File: config.mk
export PLATFORM = sky130hd
export DESIGN_NAME = bubble_sort_ctrl
export DESIGN_NICKNAME = d
export VERILOG_FILES = /design/src/rtl/bubble_sort_ctrl.sv
export SDC_FILE = /design/constraint.sdc
export NUM_CORES = 1
export LEC_CHECK = 0
export CAP_MARGIN = 15
export CORE_MARGIN = 8
export CORE_UTILIZATION = 52
export CTS_CLUSTER_DIAMETER = 60
export DETAILED_ROUTE_END_ITERATION = 8
export PLACE_DENSITY = 0.82
export REMOVE_ABC_BUFFERS = 1
export SYNTH_ARGS = -nofsm -noshare
export SYNTH_HDL_FRONTEND = slang
export SYNTH_SLANG_ARGS = --single-unit
File: constraint.sdc
create_clock -name clk -period 4.9 [get_ports clk]
set_clock_uncertainty 0.2 [all_clocks]
set_input_delay 0.98 -clock clk [delete_from_list [all_inputs] [get_ports clk]]
set_output_delay 0.98 -clock clk [all_outputs]
set_load 0.05 [all_outputs]
File: src/rtl/bubble_sort_ctrl.sv
// Step-paced bubble sort sequencer for the bar-chart display.
// One compare or one swap per step_tick. The live array and the active pair are exported.
module bubble_sort_ctrl #(
  parameter int unsigned N  = 5,
  parameter int unsigned W  = 7,
  parameter int unsigned CW = 8
) (
  input  logic                   clk,
  input  logic                   reset,
  input  logic                   start,
  input  logic                   abort,
  input  logic                   step_tick,
  input  logic [N*W-1:0]         init_values,
  output logic [N*W-1:0]         values,
  output logic [$clog2(N)-1:0]   cmp_idx,
  output logic                   cmp_valid,
  output logic                   swapping,
  output logic                   busy,
  output logic                   done,
  output logic [$clog2(N)-1:0]   pass_idx,
  output logic [CW-1:0]          swap_count
);

  localparam int unsigned IW = $clog2(N);

  typedef enum logic [1:0] {
    S_IDLE,
    S_COMPARE,
    S_SWAP,
    S_DONE
  } state_t;

  state_t         state;
  logic [W-1:0]   arr [N];
  logic           swapped;

  logic [IW-1:0]  nxt_idx_c;
  logic           gt_c;
  logic           end_of_pass_c;
  logic           last_pass_c;
  logic           finish_c;

  for (genvar k = 0; k < N; k++) begin : g_values
    assign values[k*W +: W] = arr[k];
  end

  // Pair compare and end-of-pass decisions for the current j/pass
  assign nxt_idx_c     = cmp_idx + IW'(1);
  assign gt_c          = arr[cmp_idx] > arr[nxt_idx_c];
  assign end_of_pass_c = (32'(cmp_idx) + 32'd1) >= (32'(N) - 32'd1 - 32'(pass_idx));
  assign last_pass_c   = (pass_idx == IW'(N - 2));
  // A swap on this tick counts as "swapped" for the end-of-pass decision
  assign finish_c      = !(swapped || (state == S_SWAP)) || last_pass_c;

  always_ff @(posedge clk or negedge reset) begin
    if (!reset) begin
      state      <= S_IDLE;
      for (int k = 0; k < N; k++) arr[k] <= '0;
      swapped    <= 1'b0;
      cmp_idx    <= '0;
      pass_idx   <= '0;
      swap_count <= '0;
      cmp_valid  <= 1'b0;
      swapping   <= 1'b0;
      busy       <= 1'b0;
      done       <= 1'b0;
    end else begin
      unique case (state)
        S_IDLE, S_DONE: begin
          if (start) begin
            for (int k = 0; k < N; k++) arr[k] <= init_values[k*W +: W];
            swapped    <= 1'b0;
            cmp_idx    <= '0;
            pass_idx   <= '0;
            swap_count <= '0;
            state      <= S_COMPARE;
            busy       <= 1'b1;
            done       <= 1'b0;
            cmp_valid  <= 1'b1;
            swapping   <= 1'b0;
          end
        end

        S_COMPARE, S_SWAP: begin
          if (abort) begin
            state     <= S_IDLE;
            busy      <= 1'b0;
            done      <= 1'b0;
            cmp_valid <= 1'b0;
            swapping  <= 1'b0;
          end else if (step_tick) begin
            if ((state == S_COMPARE) && gt_c) begin
              state    <= S_SWAP;
              swapping <= 1'b1;
            end else begin
              if (state == S_SWAP) begin
                arr[cmp_idx]   <= arr[nxt_idx_c];
                arr[nxt_idx_c] <= arr[cmp_idx];
                swapped        <= 1'b1;
                if (swap_count != {CW{1'b1}}) swap_count <= swap_count + CW'(1);
              end
              swapping <= 1'b0;
              // Advance: next pair, next pass, or finish
              if (!end_of_pass_c) begin
                cmp_idx <= nxt_idx_c;
                state   <= S_COMPARE;
              end else if (finish_c) begin
                state     <= S_DONE;
                busy      <= 1'b0;
                done      <= 1'b1;
                cmp_valid <= 1'b0;
              end else begin
                pass_idx <= pass_idx + IW'(1);
                cmp_idx  <= '0;
                swapped  <= 1'b0;
                state    <= S_COMPARE;
              end
            end
          end
        end

        default: state <= S_IDLE;
      endcase
    end
  end

endmodule

==> impl_results.md <==
* TritonCTS buffer count at 5
* Status: finished clean
* Cell taking the most area after synthesis: sky130_fd_sc_hd__dfrtp_1
* Die area at roughly 11000 sq um
* Fraction of layout cells with a size suffix above 1 at 0.0801
* Total of fill cells in the finished design at 638
* Placeable core region at just under 8000 sq um
* CP Buf/Inv Count at 0
* Sum of routed wire length over all layers at 14.6 mm
* Max incr delay on CP at 660 ps
* Worst-Margin Slew at approximately 970 ps
* First-pass GRT wire length at 23.8 mm
* Count of input and output buffers at 92
* Critical Path Most Common Cell: sky130_fd_sc_hd__a21oi_1
* Largest net degree at the start of global routing at 56
* Register area at 1380 sq um
* H-tree depth at 2
* Post-route DRC violation count at 0
* Final setup viols at 0
* Final weighted congestion in routability-driven placement at 0.918
* Routed wire per std cell at 22.4 um
* Setup WS pre-CTS at 950 ps
* Iter 0 DRT Violations at 398
* Clock edge transition at the registers on the reported setup and hold paths at approximately 100 ps
* Count of max-cap constraint violations at 0
* Layout overhead on the synthesized area at 26.2%
* Aggregate negative setup slack at 0 ps
* Chain of cells forming the critical path: nor2b_1 -> a22oi_1 -> o22ai_1 -> ha_1 -> a21oi_1 -> a21oi_1 -> o31a_1 -> o311ai_0 -> o41ai_1
* Area fraction of the dominant cell type after synthesis at 0.328
* Total inserted antenna cells at 0
* Final layout net count at slightly above 600
* Endpoint type of the worst setup path: flip-flop
* Delay-heaviest family, CP: compound AO/OA/AOI/OAI gates
* Sequential element share of the synthesized area at 0.328
* Number of primary I/O pins at 93
* Ys async rst share at 1.00
* Final setup slack of the worst path at 832 ps
* Count of state elements after synthesis at 55
* Number of cells produced by synthesis at 468
* Initial cell density of the core at 0.541
* Count of distinct cell types in the synthesized netlist at 62
* Number of buffers inserted by post-CTS setup repair at 0
* Most common library cell in the layout ignoring fill and taps: sky130_fd_sc_hd__clkdlybuf4s50_1
* Final worst path period share at 0.830
* Number of flops mapped to enable cells by yosys at 0
* Top library cells by usage in the layout, fill and taps aside: sky130_fd_sc_hd__clkdlybuf4s50_1, sky130_fd_sc_hd__dfrtp_1, sky130_fd_sc_hd__o21ai_0
* Master of the slowest instance on the critical path: sky130_fd_sc_hd__dfrtp_1
* Overall fraction of global-route tracks in use at 0.258
* HPWL reported at the end of detailed placement at 10.6 mm
* Number of hold violations in the final report at 0
* Number of buffers inserted for hold repair after clock tree synthesis at 0
* Critical Path Start Type: flip-flop
* Vertical die dimension at 106 um
* Final Critical Period at roughly 4100 ps
* Dominant cells by area after synthesis: sky130_fd_sc_hd__dfrtp_1, sky130_fd_sc_hd__ha_1, sky130_fd_sc_hd__a22oi_1, sky130_fd_sc_hd__nand3b_1, sky130_fd_sc_hd__o21ai_0
* CP Max Fanout at 21
* Commonest register cell after synthesis: sky130_fd_sc_hd__dfrtp_1
* Number of max-slew violations in the final report at 0
* Overflow left after global routing at 0
* YS warnings at 0
* Data arrival time of the worst path at between 4000 and 5000 ps
* Number of non-filler instances in the completed layout at around 650
* Worst Hold Class: reg2reg
* Required time of the critical path at 4870 ps
* Netlist Area Pre-Place at 4200 sq um
* Number of placed instances, taps included at 644
* Per-cell via count in the routed design at 6.74
* Clock sink count at 55
* Number of antenna violations at the first check in global routing at 0
* Horizontal die dimension at 106 um
* F_max at 246 MHz
* Setup repair after global routing missed its margin: false
* Clock latency on the worst-skew pair at 320 ps
* Clock tree from TritonCTS: built
* Detailed Routing Iterations Pass 1 at 5
* Root cell of the clock tree: sky130_fd_sc_hd__clkbuf_8
* Clock tree buffer depth at 2
* Worst rel slew slack at 0.353
* Crit Path Category: reg2reg
* Total of cells resized after clock tree synthesis at 0
* Number of global-route vias before repair at around 4400
* Multi-input combinational cell area at 2560 sq um
* Row Count at 32
* Routed Antenna Nets at 0
* Mapped Avg Cell Area at 8.97 sq um
* Via count at ~4400
## cell families after synthesis
group,after synthesis,synth area share
adder cells (fa/ha/maj),19,0.0566
buffers and inverters,58,0.0626
AO/OA/AOI/OAI,174,0.294
flip-flops,55,0.328
multiplexers,22,0.0551
AND/OR/NAND/NOR,138,0.195
XOR/XNOR,2,0.00864
## state kept, by name (all words and copies together) (netlist names)
signal / flops
values: 35
swap_count: 8
cmp_idx: 3
pass_idx: 3
state: 2
busy: 1
done: 1
swapped: 1
swapping: 1
## path summary, 6_finish.rpt
kind | start | to | slack, ps | cells after the start
max in group asynchronous | reset | values[4] | 3410 | 2
setup / recovery | cmp_idx[2] | pass_idx[0] | 830 | 9
hold / removal | busy | busy | 370 | 2
hold reg to reg | busy | busy | 370 | 2
min in group asynchronous | reset | values[34] | 570 | 2
setup reg to reg | cmp_idx[2] | pass_idx[0] | 830 | 9
## cells in the mapped netlist, types with 14 or more instances
library cell,n
sky130_fd_sc_hd__a22oi_1,31
sky130_fd_sc_hd__nand4_1,15
sky130_fd_sc_hd__nand2_1,19
sky130_fd_sc_hd__clkbuf_1,16
sky130_fd_sc_hd__ha_1,19
sky130_fd_sc_hd__nand3_1,14
sky130_fd_sc_hd__nand3b_1,27
sky130_fd_sc_hd__inv_1,22
sky130_fd_sc_hd__a21oi_1,31
sky130_fd_sc_hd__o21ai_0,35
sky130_fd_sc_hd__dfrtp_1,55
## through the flow
step,hold slack [ps],cell area [sq um],util
global placement,311,5190,0.669
finish,371,5300,0.682
CTS,370,5300,0.682
detailed placement,342,5190,0.669
global route,410,5300,0.682
floorplan,292,4020,-
## worst reg2reg max path: stages (launching register included)
cell and delay [ps]:
sky130_fd_sc_hd__dfrtp_1 660, sky130_fd_sc_hd__nor2b_1 510, sky130_fd_sc_hd__a22oi_1 180, sky130_fd_sc_hd__o22ai_1 540, sky130_fd_sc_hd__ha_1 370, sky130_fd_sc_hd__a21oi_1 150, sky130_fd_sc_hd__a21oi_1 100, sky130_fd_sc_hd__o31a_1 520
sky130_fd_sc_hd__o311ai_0 520, sky130_fd_sc_hd__o41ai_1 170
## per-layer routing
metal | global-route usage | wire length (um) | part of all wire | vias up
li1 | - | - | - | 1991
met1 | 0.330 | 6040 | 0.41 | 2123
met2 | 0.437 | 7100 | 0.49 | 245
met3 | 0.0463 | 1140 | 0.078 | 27
met4 | 0.0673 | 310 | 0.021 | 0
met5 | 0 | 0 | 0 | -
## area by class of cell
class                           instances  area share
Multi-Input combinational cell        355       0.483
Sequential cell                        55       0.260
Timing Repair Buffer                  109       0.197
Tap cell                              102      0.0241
Inverter                               23      0.0163
Clock buffer                            5      0.0130
Clock inverter                          2     0.00708
Power is left out: the tool's default activity adds up to more than one toggle a clock period on the data nets, which glitch-free logic cannot reach.
